File: src/rtl/cpu_perf_counter.sv
// Saturating CPU event counters (cycles, jumps, branches, taken branches, bubbles)
// that freeze on halt, with a registered one-of-N readout port.
module cpu_perf_counter #(
  parameter int CNT_W = 32
) (
  input  logic             clk,
  input  logic             rst,
  input  logic             en,
  input  logic             clr,
  input  logic             halted,
  input  logic             jumped,
  input  logic             is_branch,
  input  logic             branched,
  input  logic             bubble,
  input  logic [2:0]       sel,
  output logic [CNT_W-1:0] data_out,
  output logic             frozen,
  output logic [4:0]       sat
);

  localparam logic [CNT_W-1:0] ALL_ONES = '1;
  localparam logic [CNT_W-1:0] ONE      = {{(CNT_W-1){1'b0}}, 1'b1};

  typedef enum logic {
    ST_RUN    = 1'b0,
    ST_FROZEN = 1'b1
  } state_t;

  state_t           state_q, state_d;
  logic [CNT_W-1:0] cyc_q,   cyc_d;
  logic [CNT_W-1:0] jmp_q,   jmp_d;
  logic [CNT_W-1:0] br_q,    br_d;
  logic [CNT_W-1:0] taken_q, taken_d;
  logic [CNT_W-1:0] bub_q,   bub_d;
  logic [4:0]       sat_q,   sat_d;
  logic [CNT_W-1:0] data_q,  data_d;

  function automatic logic [CNT_W-1:0] sat_inc(input logic [CNT_W-1:0] v,
                                               input logic ev);
    logic [CNT_W-1:0] r;
    r = v;
    if (ev && (v != ALL_ONES)) r = v + ONE;
    return r;
  endfunction

  // Priority: clr, then en gate, then frozen hold, then halt capture, then count.
  always_comb begin
    state_d = state_q;
    cyc_d   = cyc_q;
    jmp_d   = jmp_q;
    br_d    = br_q;
    taken_d = taken_q;
    bub_d   = bub_q;
    if (clr) begin
      state_d = ST_RUN;
      cyc_d   = '0;
      jmp_d   = '0;
      br_d    = '0;
      taken_d = '0;
      bub_d   = '0;
    end else if (en && (state_q == ST_RUN)) begin
      if (halted) begin
        state_d = ST_FROZEN;
      end else begin
        cyc_d   = sat_inc(cyc_q,   1'b1);
        jmp_d   = sat_inc(jmp_q,   jumped);
        br_d    = sat_inc(br_q,    is_branch);
        taken_d = sat_inc(taken_q, branched);
        bub_d   = sat_inc(bub_q,   bubble);
      end
    end
  end

  always_comb begin
    sat_d = {bub_d   == ALL_ONES,
             taken_d == ALL_ONES,
             br_d    == ALL_ONES,
             jmp_d   == ALL_ONES,
             cyc_d   == ALL_ONES};
  end

  // Readout muxes the post-update values so data_out tracks the counters directly.
  always_comb begin
    data_d = '0;
    case (sel)
      3'd0:    data_d = cyc_d;
      3'd1:    data_d = jmp_d;
      3'd2:    data_d = br_d;
      3'd3:    data_d = taken_d;
      3'd4:    data_d = bub_d;
      3'd5:    data_d = {{(CNT_W-1){1'b0}}, (state_d == ST_FROZEN)};
      default: data_d = '0;
    endcase
  end

  always_ff @(posedge clk or posedge rst) begin
    if (rst) begin
      state_q <= ST_RUN;
      cyc_q   <= '0;
      jmp_q   <= '0;
      br_q    <= '0;
      taken_q <= '0;
      bub_q   <= '0;
      sat_q   <= '0;
      data_q  <= '0;
    end else begin
      state_q <= state_d;
      cyc_q   <= cyc_d;
      jmp_q   <= jmp_d;
      br_q    <= br_d;
      taken_q <= taken_d;
      bub_q   <= bub_d;
      sat_q   <= sat_d;
      data_q  <= data_d;
    end
  end

  assign data_out = data_q;
  assign frozen   = (state_q == ST_FROZEN);
  assign sat      = sat_q;

endmodule
File: config.mk
export PLATFORM = sky130hd
export DESIGN_NAME = cpu_perf_counter
export DESIGN_NICKNAME = d
export VERILOG_FILES = /design/src/rtl/cpu_perf_counter.sv
export SDC_FILE = /design/constraint.sdc
export NUM_CORES = 1
export LEC_CHECK = 0
export BUFFER_PORTS_ARGS = -buffer_cell sky130_fd_sc_hd__buf_4
export CAP_MARGIN = 20
export CORE_MARGIN = 4
export CORE_UTILIZATION = 30
export CTS_CLUSTER_DIAMETER = 150
export DETAILED_ROUTE_END_ITERATION = 10
export HOLD_SLACK_MARGIN = 0.08
export PLACE_DENSITY = 0.43
export SETUP_SLACK_MARGIN = 0.2
export SYNTH_ARGS = -nofsm -noshare
export SYNTH_HDL_FRONTEND = slang
export SYNTH_SLANG_ARGS = --single-unit
File: constraint.sdc
create_clock -name clk -period 7.1 [get_ports clk]
set_clock_uncertainty 0.05 [all_clocks]
set_input_delay 1.065 -clock clk [delete_from_list [all_inputs] [get_ports clk]]
set_output_delay 1.065 -clock clk [all_outputs]
set_load 0.02 [all_outputs]
==> results of run 1 <==
## kinds of logic (layout without fill, tap and decap cells)
| family | Yosys count | in the layout | synth area share, % |
|---|---|---|---|
| mux | 28 | 28 | 2.53 |
| buf+inv | 81 | 123 | 2.75 |
| simple gates | 662 | 662 | 31.2 |
| xor+xnor | 105 | 105 | 8.00 |
| compound gates | 202 | 202 | 11.9 |
| fa+ha+maj | 5 | 5 | 0.544 |
| flops | 198 | 198 | 43.1 |
## placed cells by master (no fill, tap or decap), types with 6 or more instances in the layout
master     Yosys  final
dfrtp_1      198    198
mux2_2         8      8
nand2b_1       6      6
nand4_1       66     66
a31oi_1       11     11
buf_4          1     59
o31ai_1       12     12
o22ai_1       16     16
a22oi_1       11     11
nand2_1       99     99
o211ai_1       7      7
o21ai_0       35     35
nor4_1        31     31
clkbuf_16      0     17
a21oi_1       52     52
and3_1        30     30
nor2_1       170    170
or4_1         20     20
or3_1         21     21
nor3_1        45     45
o21a_1         6      6
inv_8          0      6
nor2b_1       15     15
or2_2          9      9
mux2i_1       20     20
and2_1        20     20
nand3_1       62     62
inv_1         29     28
xnor2_1       62     62
xor2_1        43     43
and4_1        23     23
## sequential cells by signal (all words and copies together) (netlist names)
register  flops
frozen        1
bub_q        32
jmp_q        32
taken_q      32
sat           5
cyc_q        32
data_out     32
br_q         32
## power by group
| group | switching [mW] | internal [mW] | total, mW |
|---|---|---|---|
| Combinational | 0.0918 | 0.0233 | 0.115 |
| Clock | 0.499 | 0.537 | 1.04 |
| Sequential | 0.00518 | 1.13 | 1.13 |
## worst min-delay path: stages, from the launching register on
cell	delay (ns)
dfrtp_1	0.39
xnor2_1	0.13
nor2_1	0.05
## synthesized netlist by cell type, drive strengths merged, types with 22 or more instances
cell / instances
nand3: 62
inv: 29
o21ai: 35
and3: 31
xnor2: 62
nor4: 35
nor3: 49
nand4: 68
and4: 24
a21oi: 52
nand2: 99
clkbuf: 40
dfrtp: 198
or4: 22
xor2: 43
nor2: 170
## final cells by class
cell class,instances,area [µm²],share of cell area [%]
clock buffer,17,425,3.27
clock inverter,15,181,1.39
inverter,30,120,0.922
multi-input combinational,1002,6230,47.8
sequential,198,4950,38.0
tap,511,639,4.91
timing repair buffer,61,474,3.64
## final timing paths
kind	cells after the start	start	end	slack, ns
max in group asynchronous	3	rst	br_q[21]$_DFF_PP0_	4.91
hold reg to reg	2	cyc_q[28]$_DFF_PP0_	cyc_q[28]$_DFF_PP0_	0.56
setup / recovery	9	halted	sat[2]$_DFF_PP0_	2.92
min in group asynchronous	2	rst	bub_q[21]$_DFF_PP0_	0.67
hold / removal	2	cyc_q[28]$_DFF_PP0_	cyc_q[28]$_DFF_PP0_	0.56
setup reg to reg	8	frozen$_DFF_PP0_	sat[2]$_DFF_PP0_	3.11
## metal layers
| layer | up-vias | GRT usage [%] | share of wire (%) |
|---|---|---|---|
| li1 | 4792 | - | - |
| met4 | 0 | 4.91 | 1.8 |
| met5 | - | 0 | 0 |
| met2 | 368 | 32.5 | 45 |
| met3 | 38 | 3.18 | 5.9 |
| met1 | 5298 | 31.5 | 47 |
## per-stage QoR
stage / util [%] / power, mW / setup slack [ns] / cells / hold slack [ns]
finish: 34.5 / 2.29 / 2.92 / 1834 / 0.564
global route: 34.5 / 2.37 / 2.71 / 1834 / 0.591
detailed placement: 32.9 / 1.27 / 2.52 / 1801 / 0.530
floorplan: - / 1.23 / 0.588 / 1281 / 0.478
CTS: 34.5 / 2.31 / 2.93 / 1833 / 0.549
global placement: 32.9 / 1.27 / 2.54 / 1801 / 0.532
==> run metrics, run 1 <==
status=complete, no violations; synth top area cells=dfrtp_1 (43%), nor2_1 (5.6%), xnor2_1 (4.7%); register area share after synthesis=between 40% and 50%; placed wire-length estimate=about 33000 µm; CP most frequent cell=or4_1; placer congestion estimate=around 0.92; Hold-fix buffers, CTS=0; area leader, netlist=dfrtp_1; Yosys cell types=78; Slew Limit Fails=0; DRT iter0 DRCs=a little under 1000; Synth Cell Area=about 0.011 mm²; initial antenna violation count=0; Min-Delay Path Class=reg -> reg; RSZ-0062 raised after global routing=false; startpoint types=input port; fill cell total of the finished layout=~3900; Period Utilization, post-route=between 50 and 60%; final critical-path required period=between 4 and 5 ns; total track usage=roughly a fifth; routed length per instance=roughly 24 µm; Residual DRC=0; Post-synth EDFFs=0; ys flop type=dfrtp_1; first-pass GRT wire length=approximately 66000 µm; FP Rows=71; Synth Register Bits=a little under 200; post-route cell area=0.0130 mm²; CTS buffer count=17; final antenna-violating net count=0; final wirelength=43700 µm; ys async rst share=100%; die width=204 µm; critical path peak fanout=10; CP peak stage delay=approximately 0.54 ns; Area Overhead vs Synth=13.4%; Die H=about 200 µm; Worst setup EP type=flip-flop; Avg Synthesized Cell Area=between 8 and 9 µm²; Max IR drop VDD=between 150 and 200 µV; family with the most delay on the worst path=simple AND/OR/NAND/NOR gates; Fin Setup TNS=0 ns; Congestion Overflow GR=0; Syn Nets=approximately 1300; P_leak=5.06 nW; Fin. Hold Viols=0; clock latency on the worst-skew pair=about 0.46 ns; nets=1327; Initial Util=30.4%; CTS root buffer=clkbuf_16; CP required=7.37 ns; Max Fclk=approximately 240 MHz; Clk pin slew, worst setup/hold paths=~0.08 ns; clk sinks=between 150 and 200; via-per-instance ratio=approximately 5.7; CTS Buffer Depth=2; total power divided by cell area=175 mW/mm²; pin count of the biggest net entering global routing=approximately 110; CP Buf/Inv Count=1; final setup violation count=0; max_cap viols=0; Tightest Pin Transition=1.00 ns; post-synth top area share=approximately 43%; port buffer count=between 40 and 50; Syn Inst Count=approximately 1300; Worst Path Arrival=4.45 ns; Crit Path Category=in -> reg; core area=about 0.038 mm²; share of cells above drive strength 1=between 10% and 20%; # resized after CTS=0; yosys warns=0; drt first pass iters=5; via count=about 10000; vias in the first global route=~10000; CTS tree=yes; Antenna diodes=0; CP max-delay cell=or4_1; Ports=50; Max H-tree Level=4; die area=slightly above 0.04 mm²; postcts setup bufs=0; Cell Area, Placed=between 0.01 and 0.015 mm²; crit-path cells=buf_4, nand4bb_1, nor4_4, o311ai_2, or4_1, a21oi_1, nand2_1, or4_1, nor4_1; max_slew headroom=32.9%
No activity file was read; power rests on OpenSTA's default activity.
==> run 2: changes to the inputs <==
==> constraint.sdc (replaced) <==
create_clock -name clk -period 4.3 [get_ports clk]
set_clock_uncertainty 0.05 [all_clocks]
set_input_delay 0.645 -clock clk [delete_from_list [all_inputs] [get_ports clk]]
set_output_delay 0.645 -clock clk [all_outputs]
set_load 0.02 [all_outputs]
==> run 2 against run 1 <==
Clock power rose by 64%; largest cell class unchanged; the flow now finishes with violations (DRC); largest power group unchanged; via count increased by 0.85%; combinational power grew 75%; power rose by 65%; sequential share of layout area shrank 0.86 points.
==> run metrics, run 2 (synthesized netlist as in run 1, its figures left out) <==
Max Fclk=269 MHz; max_cap viols=0 (unchanged); via-per-instance ratio=5.65 (-1.2%); status=finished with violations; Hold-fix buffers, CTS=0 (unchanged); most common cell after layout, fill and taps aside=dfrtp_1; die area=0.0415 mm² (unchanged); Area Overhead vs Synth=16.0%; crit-path cells=ha_1, nand2_1, or2_2, o311ai_1, nor2_1, xnor2_1, nor4bb_1, nand4_1, nor4_1; Max H-tree Level=4 (unchanged); CP required=4.56 ns (-2.81 ns); Min Hold Slack=0.272 ns (-0.292 ns); r2r worst-path depth=9 (+1); initial antenna violation count=1 (+1); Slew Limit Fails=0 (unchanged); first-pass GRT wire length=67300 µm (+1.4%); Worst setup startpoint=jmp_q[0]$_DFF_PP0_; Worst setup EP type=flip-flop; pin count of the biggest net entering global routing=119 (+12%); Fin. Hold Viols=0 (unchanged); # resized after CTS=0 (unchanged); Critical Path Stages=9 (unchanged); Period Utilization, post-route=slightly below 90%; FP Rows=71 (unchanged); Congestion Overflow GR=0 (unchanged); final wirelength=44800 µm (+2.7%); placer congestion estimate=0.912 (-0.40%); placed wire-length estimate=34100 µm (+2.5%); core area=0.0378 mm² (unchanged); CTS tree=yes; Min-Delay Path Class=in -> async; Ports=50 (unchanged); drt first pass iters=10 (+5); postcts setup bufs=0 (unchanged); CTS buffer count=17 (unchanged); port buffer count=49 (unchanged); final setup violation count=0 (unchanged); final critical-path required period=approximately 3.7 ns; die width=204 µm (unchanged); Antenna diodes=0 (unchanged); Crit Path Category=reg -> reg; family with the most delay on the worst path=simple AND/OR/NAND/NOR gates; CTS root buffer=clkbuf_16; routed length per instance=23.9 µm (+0.60%); share of cells above drive strength 1=12.7% (+2.4 points); CTS Buffer Depth=2 (unchanged); total track usage=21.6% (+0.46 points); clk sinks=198 (unchanged); Fin Setup TNS=0 ns (unchanged); fill cell total of the finished layout=3862 (-0.18%); vias in the first global route=10300 (+3.1%); CP peak stage delay=0.71 ns (+0.17 ns); startpoint types=flip-flop; Residual DRC=3 (+3); clock latency on the worst-skew pair=0.46 ns (about the same); most frequent cells in the layout=dfrtp_1 (198), nor2_1 (170), nand2_1 (99), buf_4 (95), nand4_1 (66); Clk pin slew, worst setup/hold paths=0.08 ns (about the same); Worst Path Arrival=3.98 ns (-0.47 ns); Tightest Pin Transition=0.875 ns (-0.127 ns); CP Buf/Inv Count=0 (-1); final antenna-violating net count=0 (unchanged); critical path peak fanout=7 (-3); failing checks=DRC; RSZ-0062 raised after global routing=false; launching point of the worst reg2reg path=jmp_q[0]$_DFF_PP0_; P_leak=5.24 nW (+3.6%); total power divided by cell area=284 mW/mm² (+62%); Initial Util=30.4% (unchanged); Die H=204 µm (unchanged); Max IR drop VDD=223 µV (+45%); max_slew headroom=41.0% (+8.0 points); via count=10600 (+0.85%); CP max-delay cell=o311ai_1; nets=1365 (+2.9%); DRT iter0 DRCs=895 (-8.5%)
## run 2: cell count changes in the layout (fill, tap and decap cells not counted)
| cell | before | now |
|---|---|---|
| buf_4 | 59 | 95 |
| clkinvlp_4 | 1 | 4 |
| inv_6 | 4 | 1 |
| inv_8 | 6 | 3 |
| buf_12 | 1 | 3 |
| clkbuf_8 | 0 | 2 |
| clkbuf_1 | 0 | 1 |
| clkinv_2 | 1 | 2 |
| clkinv_4 | 2 | 1 |
## run 2: worst min-delay path: stages
cell and delay, ns:
buf_4 0.12, clkinvlp_4 0.10, buf_12 0.34
## run 2: per-stage QoR
stage,setup slack [ns],total power [mW],utilization [%],cell area [µm²],cells
after CTS,0.686,3.81,35.3,13300,1872
after floorplan,1.04,2.02,-,11500,1281
after detailed placement,0.584,2.11,33.7,12700,1840
after global placement,0.586,2.12,33.7,12700,1840
after global routing,0.410,3.91,35.3,13300,1872
final,0.584,3.78,35.3,13300,1872
## run 2: power by group
part	internal [mW]	switching (mW)	total (mW)
Clock	0.902	0.803	1.71
Combinational	0.0464	0.155	0.201
Sequential	1.87	0.00814	1.87
Total	2.81	0.966	3.78
## run 2: per-layer routing
| metal | GRT usage [%] | routed length, µm | up-vias |
|---|---|---|---|
| met3 | 4.93 | 3170 | 60 |
| met1 | 30.4 | 20400 | 5261 |
| li1 | - | - | 4861 |
| met4 | 6.34 | 1260 | 2 |
| met5 | 0 | 13 | - |
| met2 | 33.4 | 20000 | 401 |
## run 2: final cells by class
cell class | count | area (µm²) | area share (%)
Timing Repair Buffer | 99 | 785 | 5.89
Inverter | 30 | 116 | 0.873
Clock buffer | 20 | 457 | 3.43
Clock inverter | 12 | 144 | 1.08
Multi-Input combinational cell | 1002 | 6230 | 46.8
Sequential cell | 198 | 4950 | 37.2
Tap cell | 511 | 639 | 4.80
## run 2: final timing paths
| check | end | slack [ns] |
|---|---|---|
| min in group clk | data_out[20]$_DFF_PP0_ | 0.54 |
| worst max-delay path | sat[1]$_DFF_PP0_ | 0.58 |
| worst min-delay path | bub_q[22]$_DFF_PP0_ | 0.27 |
| max in group asynchronous | taken_q[12]$_DFF_PP0_ | 3.26 |
| worst max register to register | sat[1]$_DFF_PP0_ | 0.58 |
| worst min register to register | br_q[11]$_DFF_PP0_ | 0.56 |
==> run 3: changes to the inputs <==
--- a/config.mk
+++ b/config.mk
@@ -7,7 +7,6 @@
 export LEC_CHECK = 0
 export BUFFER_PORTS_ARGS = -buffer_cell sky130_fd_sc_hd__buf_4
 export CAP_MARGIN = 20
-export CORE_MARGIN = 4
 export CORE_UTILIZATION = 30
 export CTS_CLUSTER_DIAMETER = 150
 export DETAILED_ROUTE_END_ITERATION = 10
==> constraint.sdc (replaced) <==
create_clock -name clk -period 4.3 [get_ports clk]
set_clock_uncertainty 0.05 [all_clocks]
set_input_delay 0.86 -clock clk [delete_from_list [all_inputs] [get_ports clk]]
set_output_delay 0.86 -clock clk [all_outputs]
set_load 0.02 [all_outputs]
==> run 3 against run 2 <==
The flow now finishes without violations; utilization is 0.28 points higher; maximum frequency is 2.1% higher; sequential share of layout area shrank 0.20 points; hold slack gained 0.20 ns; global-route usage is 1.9 points higher; power shrank 1.7%; setup slack better by 0.077 ns; via count is essentially flat; clock power shrank 4%; die area is 5.8% lower; largest power group unchanged.
==> run metrics, run 3 (synthesized netlist as in run 1, its figures left out) <==
Max IR drop VDD=273 µV (+23%); port buffer count=49 (unchanged); Congestion Overflow GR=0 (unchanged); Residual DRC=0 (-3); RSZ-0062 raised after global routing=false; post-layout util=35.6% (+0.28 points); Worst Path Arrival=3.93 ns (-0.05 ns); Crit Path Category=reg -> reg; fill cell total of the finished layout=3959 (+2.5%); Fin Setup TNS=0 ns (unchanged); die area=0.0391 mm² (-5.8%); routed length per instance=23.6 µm (-1.3%); Hold-fix buffers, CTS=0 (unchanged); first-pass GRT wire length=66900 µm (-0.52%); Period Utilization, post-route=84.6% (-1.8 points); Ports=50 (unchanged); max_cap viols=0 (unchanged); final critical-path required period=3.64 ns (-0.0768 ns); Max Fclk=275 MHz (+2.1%); max_slew headroom=32.6% (-8.4 points); final setup violation count=0 (unchanged); clock latency on the worst-skew pair=0.48 ns (+0.02 ns); CTS tree=yes; status=complete, no violations; Clk pin slew, worst setup/hold paths=0.08 ns (about the same); Slew Limit Fails=0 (unchanged); CTS root buffer=clkbuf_16; P_leak=5.30 nW (+1.1%); Area Overhead vs Synth=16.6%; Tightest Pin Transition=0.996 ns (+0.121 ns); CTS Buffer Depth=2 (unchanged); total power divided by cell area=277 mW/mm² (-2.2%); clk sinks=198 (unchanged); startpoint types=flip-flop; via-per-instance ratio=5.62 (-0.61%); CP required=4.60 ns (+0.04 ns); most common cell after layout, fill and taps aside=dfrtp_1; share of cells above drive strength 1=13.6% (+0.90 points); total track usage=23.5% (+1.9 points); placed wire-length estimate=34200 µm (+0.51%); Die H=198 µm (-2.9%); critical path peak fanout=7 (unchanged); Min Hold Slack=0.477 ns (+0.205 ns); Min-Delay Path Class=in -> async; Initial Util=30.5% (+0.072 points); initial antenna violation count=2 (+1); Max H-tree Level=4 (unchanged); reg2reg setup slack=0.66 ns (+0.08 ns); DRT iter0 DRCs=955 (+6.7%); die width=198 µm (-2.9%); placer congestion estimate=0.906 (-0.73%); # resized after CTS=0 (unchanged); Fin. Hold Viols=0 (unchanged); FP Rows=71 (unchanged); nets=1378 (+0.95%); via count=10600 (+0.085%); core area=0.0377 mm² (-0.24%); vias in the first global route=10200 (-0.57%); final wirelength=44600 µm (-0.60%); final antenna-violating net count=0 (unchanged); CTS buffer count=17 (unchanged); Worst setup EP type=flip-flop; postcts setup bufs=0 (unchanged); Antenna diodes=0 (unchanged); drt first pass iters=5 (-5); most frequent cells in the layout=dfrtp_1 (198), nor2_1 (170), buf_4 (108), nand2_1 (99), nand4_1 (66); pin count of the biggest net entering global routing=121 (+1.7%)
run 3: changes by cell type in the layout (fill, tap and decap cells not counted):
cell	delta
clkinv_2	-1
bufinv_16	-2
buf_4	+13
inv_6	+3
clkbuf_8	+1
clkinv_4	+3
clkbuf_1	-1
clkinvlp_4	-3
run 3: final cells by class:
type | count | area, µm² | share of cell area, %
Timing Repair Buffer | 112 | 882 | 6.58
Multi-Input combinational cell | 1002 | 6230 | 46.5
Clock inverter | 12 | 109 | 0.812
Inverter | 30 | 116 | 0.868
Tap cell | 511 | 639 | 4.77
Sequential cell | 198 | 4950 | 37.0
Clock buffer | 20 | 467 | 3.48
run 3: worst paths after layout:
| path | start | to | depth (start not counted) |
|---|---|---|---|
| max | taken_q[0]$_DFF_PP0_ | data_out[1]$_DFF_PP0_ | 9 |
| min | rst | bub_q[16]$_DFF_PP0_ | 3 |
| max reg2reg | taken_q[0]$_DFF_PP0_ | data_out[1]$_DFF_PP0_ | 9 |
| min reg2reg | br_q[11]$_DFF_PP0_ | br_q[11]$_DFF_PP0_ | 2 |
| max in group asynchronous | rst | br_q[22]$_DFF_PP0_ | 3 |
| min in group clk | br_q[11]$_DFF_PP0_ | br_q[11]$_DFF_PP0_ | 2 |
run 3: critical path, stage by stage, from the launching register on:
cell,delay (ns)
dfrtp_1,0.46
ha_1,0.30
nand2_1,0.15
or4b_1,0.63
nor3_2,0.52
nor2_1,0.25
mux2i_1,0.36
mux2i_1,0.19
o2bb2ai_1,0.20
a221o_1,0.40
run 3: power by group:
group	switching [mW]	total, mW	leakage [nW]	internal [mW]
registers	0.00792	1.87	2.76	1.87
clock network	0.832	1.64	0.288	0.810
logic	0.155	0.202	2.25	0.0474
total	0.995	3.72	5.30	2.72
run 3: routing by layer:
metal	vias to the layer above	routed length, µm	track usage, %
met1	5314	20700	32.9
met3	53	2690	5.06
met2	328	20300	36.4
li1	4895	-	-
met5	-	27	0
met4	4	875	6.43
run 3: per-stage QoR:
step	total power, mW	setup WS [ns]	cell area (µm²)	cells
2_1_floorplan	2.02	0.830	11500	1281
5_1_grt	3.84	0.369	13400	1885
4_1_cts	3.76	0.712	13400	1885
6_report	3.72	0.661	13400	1885
3_3_place_gp	2.11	0.370	12800	1853
3_5_place_dp	2.11	0.358	12800	1853
